## src/rtl/usr_serial_rx_if.sv

```systemverilog
// Bundle of the serial-in / parallel-out receiver signals.
// The slave modport is the receiver; the master modport is the link driver plus the consumer.
interface usr_serial_rx_if #(
  parameter int WIDTH = 8
);
  logic             start;
  logic             msb_first;
  logic             sin;
  logic             sin_valid;
  logic [WIDTH-1:0] out;
  logic             out_valid;
  logic             out_ready;
  logic             busy;
  logic             overrun;

  modport slave (
    input  start, msb_first, sin, sin_valid, out_ready,
    output out, out_valid, busy, overrun
  );

  modport master (
    output start, msb_first, sin, sin_valid, out_ready,
    input  out, out_valid, busy, overrun
  );
endinterface

```

## src/rtl/usr_serial_rx.sv

```systemverilog
// Serial-in, parallel-out receiver: assembles WIDTH bits MSB- or LSB-first per word
// and presents each word on a valid/ready register, flagging words dropped under backpressure.
module usr_serial_rx #(
  parameter int WIDTH = 8,
  parameter int CW    = 3
) (
  input  logic           clk,
  input  logic           rst,
  usr_serial_rx_if.slave bus
);

  typedef enum logic {IDLE = 1'b0, SHIFT = 1'b1} state_t;

  state_t           state_reg, state_next;
  logic [CW-1:0]    cnt_reg;
  logic [WIDTH-1:0] sreg_reg;
  logic [WIDTH-1:0] out_reg;
  logic             dir_reg;
  logic             out_valid_reg;
  logic             overrun_reg;

  logic [WIDTH-1:0] shift_msb;
  logic [WIDTH-1:0] shift_lsb;
  logic [WIDTH-1:0] shift_word;
  logic             last_bit;
  logic             busy;
  logic             shift_en;
  logic             word_done;
  logic             take;
  logic             slot_free;

  // Both shift directions are built bit by bit; the latched direction picks one.
  generate
    for (genvar gi = 0; gi < WIDTH; gi++) begin : g_bit
      if (gi == 0) begin : g_msb_in
        assign shift_msb[gi] = bus.sin;
      end else begin : g_msb_mid
        assign shift_msb[gi] = sreg_reg[gi-1];
      end
      if (gi == WIDTH - 1) begin : g_lsb_in
        assign shift_lsb[gi] = bus.sin;
      end else begin : g_lsb_mid
        assign shift_lsb[gi] = sreg_reg[gi+1];
      end
    end
  endgenerate

  assign shift_word = dir_reg ? shift_msb : shift_lsb;
  assign last_bit   = (cnt_reg == CW'(WIDTH - 1));
  assign take       = out_valid_reg && bus.out_ready;
  assign slot_free  = !out_valid_reg || take;

  always_ff @(posedge clk) begin
    if (rst) begin
      state_reg <= IDLE;
    end else begin
      state_reg <= state_next;
    end
  end

  always_comb begin
    state_next = state_reg;
    case (state_reg)
      IDLE:    if (bus.start) state_next = SHIFT;
      SHIFT:   if (!bus.start && bus.sin_valid && last_bit) state_next = IDLE;
      default: state_next = IDLE;
    endcase
  end

  // start outranks the shift, so a restart can never coincide with completion.
  always_comb begin
    busy      = (state_reg == SHIFT);
    shift_en  = busy && !bus.start && bus.sin_valid;
    word_done = shift_en && last_bit;
  end

  always_ff @(posedge clk) begin
    if (rst) begin
      cnt_reg       <= '0;
      sreg_reg      <= '0;
      dir_reg       <= 1'b0;
      out_reg       <= '0;
      out_valid_reg <= 1'b0;
      overrun_reg   <= 1'b0;
    end else begin
      if (bus.start) begin
        dir_reg  <= bus.msb_first;
        sreg_reg <= '0;
        cnt_reg  <= '0;
      end else if (shift_en) begin
        sreg_reg <= shift_word;
        cnt_reg  <= word_done ? '0 : cnt_reg + 1'b1;
      end

      // A completed word goes straight to the output when the slot is empty or draining.
      if (word_done && slot_free) begin
        out_reg       <= shift_word;
        out_valid_reg <= 1'b1;
      end else if (take) begin
        out_valid_reg <= 1'b0;
      end

      if (word_done && !slot_free) begin
        overrun_reg <= 1'b1;
      end
    end
  end

  assign bus.out       = out_reg;
  assign bus.out_valid = out_valid_reg;
  assign bus.busy      = busy;
  assign bus.overrun   = overrun_reg;

endmodule
```

## src/flat_wrapper.sv

```systemverilog
// flat-port wrapper written by rule: the top's interface ports become plain ports
module usr_serial_rx_flat 
#(
  parameter int WIDTH = 8,
  parameter int CW    = 3
)
  (clk, rst, bus_start, bus_msb_first, bus_sin, bus_sin_valid, bus_out_ready, bus_out, bus_out_valid, bus_busy, bus_overrun);
  usr_serial_rx_if #(.WIDTH(WIDTH)) bus_i ();
  input  logic clk;
  input  logic rst;
  input wire logic [$bits(bus_i.start)-1:0] bus_start;
  input wire logic [$bits(bus_i.msb_first)-1:0] bus_msb_first;
  input wire logic [$bits(bus_i.sin)-1:0] bus_sin;
  input wire logic [$bits(bus_i.sin_valid)-1:0] bus_sin_valid;
  input wire logic [$bits(bus_i.out_ready)-1:0] bus_out_ready;
  output wire logic [$bits(bus_i.out)-1:0] bus_out;
  output wire logic [$bits(bus_i.out_valid)-1:0] bus_out_valid;
  output wire logic [$bits(bus_i.busy)-1:0] bus_busy;
  output wire logic [$bits(bus_i.overrun)-1:0] bus_overrun;
  assign bus_i.start = bus_start;
  assign bus_i.msb_first = bus_msb_first;
  assign bus_i.sin = bus_sin;
  assign bus_i.sin_valid = bus_sin_valid;
  assign bus_i.out_ready = bus_out_ready;
  assign bus_out = bus_i.out;
  assign bus_out_valid = bus_i.out_valid;
  assign bus_busy = bus_i.busy;
  assign bus_overrun = bus_i.overrun;
  usr_serial_rx #(.WIDTH(WIDTH), .CW(CW)) u_core (.clk(clk), .rst(rst), .bus(bus_i));
endmodule
```

## config.mk

```make
export PLATFORM = sky130hd
export DESIGN_NAME = usr_serial_rx_flat
export DESIGN_NICKNAME = d
export VERILOG_FILES = /design/src/rtl/usr_serial_rx_if.sv /design/src/rtl/usr_serial_rx.sv /design/src/flat_wrapper.sv
export SDC_FILE = /design/constraint.sdc
export NUM_CORES = 1
export LEC_CHECK = 0
export CAP_MARGIN = 20
export CORE_ASPECT_RATIO = 0.75
export CORE_MARGIN = 4
export CORE_UTILIZATION = 30
export DETAILED_ROUTE_END_ITERATION = 16
export GPL_ROUTABILITY_DRIVEN = 0
export GPL_TIMING_DRIVEN = 0
export PLACE_DENSITY = 0.61
export SLEW_MARGIN = 25
export SYNTH_ARGS = -nofsm -noshare
export SYNTH_HDL_FRONTEND = slang
export SYNTH_SLANG_ARGS = --single-unit
```

## constraint.sdc

```tcl
create_clock -name clk -period 3.9 [get_ports clk]
set_clock_uncertainty 0.15 [all_clocks]
set_input_delay 0.78 -clock clk [delete_from_list [all_inputs] [get_ports clk]]
set_output_delay 0.78 -clock clk [all_outputs]
set_load 0.02 [all_outputs]
```

==> results.toml <==
[run]
drv_cap = 0

[timing]
worst_slack_ns = 1.72
worst_pin_slew_ns = 0.623
totalNegativeSetupSlack_ns = 0
fin_crit_sh_pct = 55.9
setup_viol_count_final = 0
hold_viol_final = 0
fin_crit_ns = 2.18
whs_ns = 0.334
rsz0062_at_grt = "no"
relSlewSlack_pct = 58.5
finalMaxSlewViolations = 0
clock.fmax_mhz = 458

[place]
dp_slack_ns = 1.51
port_buffers = 17
dp_hpwl_mm = 1.58

[floorplanning]
ios = 18
rows = 17
core_area_um2 = 3060
die_y_um = 58.0
die_area_um2 = 4320
initial_core_util_pct = 32.6
die_w_um = 74.6

[route]
wl_per_cell_um = 13.5
drtIter0Drc = 48
first_pass_iters = 4
route.detailed.drc = 0
finalWirelength_mm = 2.10
drtAntennaViolNets = 0
via_count = 755
viasPerCell = 4.87

[power]
p_leak_nw = 0.415
switching_share_pct = 23.0
power_density_nw_per_um2 = 335
ir_drop_mv = 0.154
power_switching_w = 0.0000976
power_frac_clock_pct = 34.8
power_frac_comb_pct = 8.4
internal-power_w = 0.000326
power_frac_seq_pct = 56.8

[setup_path]
r2r-end = "u_core.bus.out[5]$_SDFFE_PP0P_"
crit_type = "reg -> out"
critical-path-slowest-cell = "clkdlybuf4s50_1"
r2r_cells = 5
crit_family = "buffers and inverters"
worstPathRequired_ns = 2.97
regToRegSetupSlack_ns = 2.22
path_max_fanout = 2
r2r-start = "u_core.cnt_reg[0]$_SDFFE_PP0P_"
end_kind = "output pin"
arrival_ns = 1.25
path_buf_inv = 1
slowest_delay_ns = 0.62
worstPathCellList = "clkdlybuf4s50_1"
cp-start-kind = "flip-flop"

[grt]
first_global_vias = 698
grt.total_usage_pct = 10.5
grt_max_degree = 14
grt_remaining_overflow = 0
antenna_found_initial = 0
grt_pass1_wl_mm = 3.46

[min_path]
whs_endpoint = "u_core.cnt_reg[2]$_SDFFE_PP0P_"
min_from = "u_core.cnt_reg[2]$_SDFFE_PP0P_"
holdPathStages = 2
hp-class = "reg -> reg"

[logic_synthesis]
yosys_warnings = 0
synth_seq_area_share_pct = 46.1
netlist_top_cells_area = "dfxtp_1, mux2i_1, a211oi_2"
syn_area_um2 = 998
synth_ff_type = "dfxtp_1"
syn-num-nets = 105
synth_top_area_share_pct = 46.1
synth_cell_types = 21
synth_top_area_cell = "dfxtp_1"
synth_edf_count = 0
synthArstFlopShare_pct = 0
synthCells = 96
post_synth.cell_area_avg_um2 = 10.4
synth_seq_cells = 23

[clocking]
cts_setup_buffers = 0
cts_root_buf = "clkbuf_8"
ctsResizeCount = 0
postCtsHoldBufs = 0
path_clk_slew_ns = 0.08
tritoncts = "done"
cts.path.max_buffers = 2
htreeDepth = 1
numCtsBuffers = 3
clock-sinks = 23
worstSkewPairLatency_ns = 0.27

[layout]
final_cell_mix = "dfxtp_1, clkdlybuf4s50_1, nor2_1"
nets = 127
n_antenna_cell = 0
syn_to_final_growth_pct = 26.4
final_common_cell = "dfxtp_1"
drive_gt1_share_pct = 16.2

[status]
status = "finished, final reports clean"
-- cell usage after synthesis, types with 2 or more instances --
cell,instances
a211oi_1,8
ha_1,2
a211oi_2,8
mux2i_1,11
clkbuf_1,3
a31oi_1,8
nand2_1,2
buf_2,2
nor2_1,13
dfxtp_1,23
buf_6,2
nand2b_1,3
a21oi_1,3
-- stage by stage --
step | std cells | area [µm²] | total power (W) | utilization, %
after CTS | 155 | 1260 | 0.000428 | 41.2
after global placement | 151 | 1220 | 0.000281 | 39.7
after global routing | 155 | 1260 | 0.000445 | 41.2
after floorplan | 96 | 998 | 0.000268 | -
after detailed placement | 151 | 1220 | 0.000282 | 39.7
final | 155 | 1260 | 0.000423 | 41.2
-- how the worst max path moves through the flow --
stage | endpoint | slack (ns) | from | cells past startpoint
3_3_place_gp | u_core.bus.out[0]$_SDFFE_PP0P_ | 1.53 | bus_start | 6
6_report | bus_out[4] | 1.72 | u_core.bus.out[4]$_SDFFE_PP0P_ | 1
5_1_grt | bus_busy | 1.66 | u_core.bus.busy$_SDFF_PP0_ | 1
4_1_cts | bus_out[4] | 1.71 | u_core.bus.out[4]$_SDFFE_PP0P_ | 1
3_5_place_dp | u_core.bus.out[0]$_SDFFE_PP0P_ | 1.51 | bus_start | 6
2_1_floorplan | u_core.bus.out[0]$_SDFFE_PP0P_ | 2.14 | bus_sin_valid | 5
-- power by group through the flow --
stage / combinational [W] / sequential [W] / clock [W]
4_1_cts: 0.0000358 / 0.000240 / 0.000152
2_1_floorplan: 0.0000213 / 0.000246 / 0
3_3_place_gp: 0.0000356 / 0.000246 / 0
5_1_grt: 0.0000387 / 0.000241 / 0.000165
3_5_place_dp: 0.0000358 / 0.000246 / 0
6_report: 0.0000357 / 0.000240 / 0.000147
-- worst min-delay path: stages (launching register included) --
cell and delay (ns):
dfxtp_1 0.33, nand2b_1 0.07, a21oi_1 0.05
-- logic make-up (layout without fill, tap and decap cells) --
| group | Yosys count | count (layout) | synth area share, % |
|---|---|---|---|
| adders and majority gates | 2 | 2 | 2.51 |
| AOI/OAI and AO/OA | 28 | 28 | 23.3 |
| buffers and inverters | 9 | 30 | 5.51 |
| DFF | 23 | 23 | 46.1 |
| and+or+nand+nor | 23 | 23 | 11.5 |
| muxes | 11 | 11 | 11.0 |
-- final cells by class --
cell class,count,area (µm²)
Clock buffer,3,41.3
Sequential cell,23,460
Tap cell,38,47.5
Buffer,9,55.1
Clock inverter,1,5.00
Fill cell,313,1800
Timing Repair Buffer,17,170
Multi-Input combinational cell,64,483
-- layer usage --
layer  routed length (µm)  GRT usage (%)  vias up
met4                   11           2.28        0
met1                 1140           15.4      338
met2                  809           13.9       20
li1                     -              -      395
met5                    0              0        -
met3                  133           4.85        2
No activity file was read; power rests on OpenSTA's default activity.
